**src/rtl/mem_arbiter_if.sv**
```systemverilog
// Bundle between the two requesters, the arbiter and the single-port synchronous memory.
// The arbiter connects through the slave modport; requesters and memory use the master side.
interface mem_arbiter_if #(
    parameter int ADDR_W = 4,
    parameter int DATA_W = 8
);
    logic              req0;
    logic              req1;
    logic              we0;
    logic              we1;
    logic [ADDR_W-1:0] addr0;
    logic [ADDR_W-1:0] addr1;
    logic [DATA_W-1:0] wdata0;
    logic [DATA_W-1:0] wdata1;
    logic              gnt0;
    logic              gnt1;
    logic              rvalid0;
    logic              rvalid1;
    logic [DATA_W-1:0] rdata;
    logic              mem_en;
    logic              mem_we;
    logic [ADDR_W-1:0] mem_addr;
    logic [DATA_W-1:0] mem_wdata;
    logic [DATA_W-1:0] mem_rdata;

    modport slave (
        input  req0, req1, we0, we1, addr0, addr1, wdata0, wdata1, mem_rdata,
        output gnt0, gnt1, rvalid0, rvalid1, rdata,
        output mem_en, mem_we, mem_addr, mem_wdata
    );

    modport master (
        output req0, req1, we0, we1, addr0, addr1, wdata0, wdata1, mem_rdata,
        input  gnt0, gnt1, rvalid0, rvalid1, rdata,
        input  mem_en, mem_we, mem_addr, mem_wdata
    );
endinterface

```
**src/rtl/mem_arbiter.sv**
```systemverilog
// Two-requester round-robin arbiter in front of a memory with 1-cycle synchronous read latency.
// One transaction in flight at a time: IDLE (grant) -> ISSUE (memory access) -> RWAIT (reads only).
module mem_arbiter #(
    parameter int ADDR_W = 4,
    parameter int DATA_W = 8
) (
    input  logic          clk,
    input  logic          rst,
    mem_arbiter_if.slave  bus
);
    typedef enum logic [1:0] {
        IDLE  = 2'd0,
        ISSUE = 2'd1,
        RWAIT = 2'd2
    } state_t;

    state_t            state_q, state_d;
    logic              last_q, last_d;
    logic              id_q, id_d;
    logic              we_q, we_d;
    logic [ADDR_W-1:0] addr_q, addr_d;
    logic [DATA_W-1:0] wdata_q, wdata_d;
    logic [DATA_W-1:0] rdata_q, rdata_d;
    logic [1:0]        rvalid_q, rvalid_d;
    logic              grant0;
    logic              grant1;

    // Under contention the requester not granted last wins; last_q==1 favours requester 0.
    always_comb begin
        grant0 = 1'b0;
        grant1 = 1'b0;
        if (rst && state_q == IDLE) begin
            if (bus.req0 && (!bus.req1 || last_q)) begin
                grant0 = 1'b1;
            end else if (bus.req1) begin
                grant1 = 1'b1;
            end
        end
    end

    always_comb begin
        state_d  = state_q;
        last_d   = last_q;
        id_d     = id_q;
        we_d     = we_q;
        addr_d   = addr_q;
        wdata_d  = wdata_q;
        rdata_d  = rdata_q;
        rvalid_d = 2'b00;
        case (state_q)
            IDLE: begin
                if (grant0 || grant1) begin
                    state_d = ISSUE;
                    last_d  = grant1;
                    id_d    = grant1;
                    we_d    = grant1 ? bus.we1    : bus.we0;
                    addr_d  = grant1 ? bus.addr1  : bus.addr0;
                    wdata_d = grant1 ? bus.wdata1 : bus.wdata0;
                end
            end
            ISSUE: begin
                state_d = we_q ? IDLE : RWAIT;
            end
            RWAIT: begin
                rdata_d  = bus.mem_rdata;
                rvalid_d = id_q ? 2'b10 : 2'b01;
                state_d  = IDLE;
            end
            default: begin
                state_d = IDLE;
            end
        endcase
    end

    always_ff @(posedge clk or negedge rst) begin
        if (!rst) begin
            state_q  <= IDLE;
            last_q   <= 1'b1;
            id_q     <= 1'b0;
            we_q     <= 1'b0;
            addr_q   <= '0;
            wdata_q  <= '0;
            rdata_q  <= '0;
            rvalid_q <= 2'b00;
        end else begin
            state_q  <= state_d;
            last_q   <= last_d;
            id_q     <= id_d;
            we_q     <= we_d;
            addr_q   <= addr_d;
            wdata_q  <= wdata_d;
            rdata_q  <= rdata_d;
            rvalid_q <= rvalid_d;
        end
    end

    // Memory strobes come straight from registers so the memory sees glitch-free inputs.
    assign bus.gnt0      = grant0;
    assign bus.gnt1      = grant1;
    assign bus.mem_en    = (state_q == ISSUE);
    assign bus.mem_we    = (state_q == ISSUE) && we_q;
    assign bus.mem_addr  = addr_q;
    assign bus.mem_wdata = wdata_q;
    assign bus.rdata     = rdata_q;
    assign bus.rvalid0   = rvalid_q[0];
    assign bus.rvalid1   = rvalid_q[1];
endmodule

```
**src/flat_wrapper.sv**
```systemverilog
// flat-port wrapper written by rule: the top's interface ports become plain ports
module mem_arbiter_flat 
#(
    parameter int ADDR_W = 4,
    parameter int DATA_W = 8
)
  (clk, rst, bus_req0, bus_req1, bus_we0, bus_we1, bus_addr0, bus_addr1, bus_wdata0, bus_wdata1, bus_mem_rdata, bus_gnt0, bus_gnt1, bus_rvalid0, bus_rvalid1, bus_rdata, bus_mem_en, bus_mem_we, bus_mem_addr, bus_mem_wdata);
  mem_arbiter_if #(.ADDR_W(ADDR_W), .DATA_W(DATA_W)) bus_i ();
  input  logic clk;
  input  logic rst;
  input wire logic [$bits(bus_i.req0)-1:0] bus_req0;
  input wire logic [$bits(bus_i.req1)-1:0] bus_req1;
  input wire logic [$bits(bus_i.we0)-1:0] bus_we0;
  input wire logic [$bits(bus_i.we1)-1:0] bus_we1;
  input wire logic [$bits(bus_i.addr0)-1:0] bus_addr0;
  input wire logic [$bits(bus_i.addr1)-1:0] bus_addr1;
  input wire logic [$bits(bus_i.wdata0)-1:0] bus_wdata0;
  input wire logic [$bits(bus_i.wdata1)-1:0] bus_wdata1;
  input wire logic [$bits(bus_i.mem_rdata)-1:0] bus_mem_rdata;
  output wire logic [$bits(bus_i.gnt0)-1:0] bus_gnt0;
  output wire logic [$bits(bus_i.gnt1)-1:0] bus_gnt1;
  output wire logic [$bits(bus_i.rvalid0)-1:0] bus_rvalid0;
  output wire logic [$bits(bus_i.rvalid1)-1:0] bus_rvalid1;
  output wire logic [$bits(bus_i.rdata)-1:0] bus_rdata;
  output wire logic [$bits(bus_i.mem_en)-1:0] bus_mem_en;
  output wire logic [$bits(bus_i.mem_we)-1:0] bus_mem_we;
  output wire logic [$bits(bus_i.mem_addr)-1:0] bus_mem_addr;
  output wire logic [$bits(bus_i.mem_wdata)-1:0] bus_mem_wdata;
  assign bus_i.req0 = bus_req0;
  assign bus_i.req1 = bus_req1;
  assign bus_i.we0 = bus_we0;
  assign bus_i.we1 = bus_we1;
  assign bus_i.addr0 = bus_addr0;
  assign bus_i.addr1 = bus_addr1;
  assign bus_i.wdata0 = bus_wdata0;
  assign bus_i.wdata1 = bus_wdata1;
  assign bus_i.mem_rdata = bus_mem_rdata;
  assign bus_gnt0 = bus_i.gnt0;
  assign bus_gnt1 = bus_i.gnt1;
  assign bus_rvalid0 = bus_i.rvalid0;
  assign bus_rvalid1 = bus_i.rvalid1;
  assign bus_rdata = bus_i.rdata;
  assign bus_mem_en = bus_i.mem_en;
  assign bus_mem_we = bus_i.mem_we;
  assign bus_mem_addr = bus_i.mem_addr;
  assign bus_mem_wdata = bus_i.mem_wdata;
  mem_arbiter #(.ADDR_W(ADDR_W), .DATA_W(DATA_W)) u_core (.clk(clk), .rst(rst), .bus(bus_i));
endmodule
```
**config.mk**
```make
export PLATFORM = sky130hd
export DESIGN_NAME = mem_arbiter_flat
export DESIGN_NICKNAME = d
export VERILOG_FILES = /design/src/rtl/mem_arbiter_if.sv /design/src/rtl/mem_arbiter.sv /design/src/flat_wrapper.sv
export SDC_FILE = /design/constraint.sdc
export NUM_CORES = 1
export LEC_CHECK = 0
export ABC_AREA = 1
export CAP_MARGIN = 25
export CORE_ASPECT_RATIO = 0.6
export CORE_MARGIN = 2
export CORE_UTILIZATION = 36
export CTS_BUF_LIST = sky130_fd_sc_hd__clkbuf_16
export DETAILED_ROUTE_END_ITERATION = 8
export PLACE_DENSITY = 0.85
export SYNTH_ARGS = -nofsm -noshare
export SYNTH_HDL_FRONTEND = slang
export SYNTH_SLANG_ARGS = --single-unit
```
**constraint.sdc**
```tcl
create_clock -name clk -period 1.2 [get_ports clk]
set_input_delay 0.12 -clock clk [delete_from_list [all_inputs] [get_ports clk]]
set_output_delay 0.12 -clock clk [all_outputs]
set_load 0.05 [all_outputs]
```
==> flow_metrics.py <==
metrics = {
    "setup_path": {
        "cp.arrival_ns": 1.31,
        "critPathMaxFanout": 3,
        "crit_type": "flip-flop to output port",
        "worstPathRequired_ns": 1.08,
        "timing.rr.end": "u_core.bus.mem_addr[3]$_DFFE_PN0P_",
        "critPathLaunchType": "flip-flop",
        "reg2reg_depth": 6,
        "rr_startpoint": "u_core.last_q$_DFFE_PN1P_",
        "r2r_setup_slack_ns": -0.20,
        "critPathCaptureType": "output port",
    },
    "finish": {
        "drive_gt1_share_pct": 48.0,
        "layout-area-overhead-vs-synth_pct": 97.1,
        "nFillCells": 196,
        "utilization_pct": 76.3,
        "n_antenna_cell": 0,
        "nNetsFinal": 241,
        "final_cells": 247,
    },
    "clock_network": {
        "cts_tree": "yes",
        "clk_latency_ns": 0.27,
        "cts-root-buf": "clkbuf_16",
        "clock-sinks": 27,
        "clkTransAtPathRegs_ns": 0.07,
        "htree_levels": 1,
        "clockBufferDepth": 2,
        "cts_buffers": 3,
        "postCtsHoldBufs": 0,
    },
    "sta": {
        "drv_slew": 0,
        "fin_crit_ns": 1.43,
        "worst_slew_pin_slew_ns": 0.259,
        "clock_skew_ns": 0.00549,
        "fin_crit_sh_pct": 119,
        "layout_setup_ws_ns": -0.228,
        "rsz0062_at_grt": "true",
        "max_freq_mhz": 700,
        "setup_violations": 20,
        "maxSlewHeadroom_pct": 82.7,
        "hold_viol_final": 0,
    },
    "run": {
        "maxCapViolCount": 0,
    },
    "floorplan": {
        "initial_core_util_pct": 38.7,
        "ioPinCount": 64,
        "core_area_sq_mm": 0.00334,
        "die_w_um": 81.4,
        "die_h_um": 50.4,
        "rows": 16,
        "die_area_sq_mm": 0.00410,
    },
    "route": {
        "wirelength_um": 4590,
        "dr.pass1.iters": 4,
        "wl_per_cell_um": 18.6,
        "drt-vias-per-instance": 5.15,
        "vias": 1272,
        "drt_iter0_drc": 33,
        "drc_errors": 0,
        "ant_nets": 0,
    },
    "place": {
        "routabilityCongestion": 0.805,
        "dpl.hpwl_um": 3130,
        "io_buffers": 63,
        "placedCellCount": 234,
    },
    "grt": {
        "gr-total-overflow": 0,
        "grt_pass1_wl_um": 7000,
        "first_global_vias": 1350,
        "grt_max_degree": 20,
        "grt_usage_pct": 23.6,
        "antenna_found_initial": 0,
    },
    "pwr": {
        "power_density_mw_per_mm2": 2730,
        "peakVddDrop_uv": 1580,
        "total_power_mw": 6.95,
        "p_leak_nw": 1.16,
    },
    "yosys": {
        "synth_xor_area_share_pct": 0,
        "synth_edf_count": 0,
        "ys_types": 24,
        "yosysWarningCount": 0,
        "synth_common_cells": "nand3_1, dfrtp_1, nand2_2",
        "synth_top_family_by_area": "simple AND/OR/NAND/NOR gates",
        "ys_seq_area_share_pct": 52.3,
        "yosys.area_share.simple_pct": 29.6,
        "synth_ff_type": "dfrtp_1",
        "syn_area_per_cell_sq_um": 10.8,
        "synth_top_cell_by_area": "dfrtp_1",
        "syn_nets": 158,
        "synthArstFlopShare_pct": 100,
        "synthTopCellsByArea": "dfrtp_1, nand3_1, mux2_2",
        "synth_cells": 120,
        "synth_fa_ha_area_share_pct": 0,
        "synth.top_cell.area_share_pct": 50.3,
        "synth_area_sq_mm": 0.00129,
        "synth_compound_area_share_pct": 3.29,
        "synth.most_common_cell": "nand3_1",
        "ys_seq_elements": 27,
        "synthMuxAreaShare_pct": 6.96,
    },
    "worst_hold_path": {
        "hold_path_class": "primary input to async pin",
    },
    "run_status": {
        "violations": "negative setup slack",
        "outcome": "finished with violations",
    },
}
## flip-flops by register name, summed over array words and instances (netlist names)
name,cells
u_core.bus.mem_addr,4
u_core.bus.mem_wdata,8
u_core.bus.rdata,8
u_core.id_q,1
u_core.last_q,1
u_core.rvalid_q,2
u_core.state_q,2
u_core.we_q,1
## worst max path at each step
stage	startpoint	end
CTS	u_core.last_q$_DFFE_PN1P_	bus_gnt1
detailed placement	rst	u_core.we_q$_DFFE_PN0P_
floorplan	u_core.last_q$_DFFE_PN1P_	u_core.bus.mem_wdata[1]$_DFFE_PN0P_
global placement	rst	u_core.bus.mem_wdata[1]$_DFFE_PN0P_
global route	u_core.state_q[0]$_DFFE_PN0P_	bus_gnt1
finish	u_core.last_q$_DFFE_PN1P_	bus_gnt0
## metrics by stage
stage	setup WS [ns]	TNS, ns	hold slack, ns	area, sq um
CTS	-0.216	-2.95	0.327	2480
global route	-0.254	-3.79	0.352	2550
floorplan	-0.0163	-0.135	-0.176	1300
finish	-0.228	-3.11	0.308	2550
global placement	-0.208	-3.37	0.454	2290
detailed placement	-0.364	-5.22	0.479	2290
## placed cells by master (no fill, tap or decap)
cell             instances
inv_1                    5
and3_4                   1
buf_8                    1
buf_12                  27
nand2_1                  7
nand2_2                  8
a21boi_4                 1
a21oi_4                  2
nor2_4                   2
nand2_8                  1
a21oi_2                  1
nor3_1                   1
clkbuf_16                3
nand3_2                 13
clkdlybuf4s50_1         37
nand3_4                  1
mux2_2                   8
clkinvlp_4               1
inv_8                    1
dfrtp_1                 26
nand3_1                 26
buf_6                    3
nand2_4                  3
buf_4                   14
o21ai_2                  1
dfstp_2                  1
nor2_2                   1
nor2_1                   2
inv_4                    1
nand4_1                  1
inv_2                    2
## cells by family (layout without fill, tap and decap cells)
family                 Yosys count  after routing
and+or+nand+nor                 66             67
DFF                             27             27
buffers and inverters           14             95
muxes                            8              8
AOI/OAI and AO/OA                5              5
## layout make-up
cell class / instances / area, sq um / share of cell area (%)
clock inverters: 1 / 7.51 / 0.294
inverters: 9 / 43.8 / 1.72
clock buffers: 3 / 75.1 / 2.94
flip-flops and latches: 27 / 677 / 26.5
multi-input cells: 80 / 626 / 24.5
repair buffers: 82 / 1060 / 41.8
well taps: 45 / 56.3 / 2.21
## worst max-delay path, stage by stage, from the launching register on
cell and delay [ns]:
dfstp_2 0.57, o21ai_2 0.07, nor2_2 0.14, buf_12 0.13, buf_12 0.12
## per-layer routing
| metal | vias up | global-route usage [%] | share of wire (%) |
|---|---|---|---|
| li1 | 575 | - | - |
| met1 | 621 | 27.3 | 39 |
| met2 | 66 | 41.0 | 51 |
| met3 | 10 | 8.27 | 8.4 |
| met4 | 0 | 7.34 | 2.0 |
| met5 | - | 0 | 0 |
## where the power goes
group          internal [mW]  switching [mW]  leakage (nW)
combinational           2.12            2.24         0.786
sequential              1.33           0.473         0.332
clock                  0.454           0.334        0.0371
## timing repair
action | 4_1_cts | 5_1_grt
gates resized for setup | 15 | 10
gates cloned | 0 | 1
setup buffers | 4 | 5
setup endpoints to repair | 27 | 28
pin swaps | 3 | 3
No activity file was read; power rests on OpenSTA's default activity.
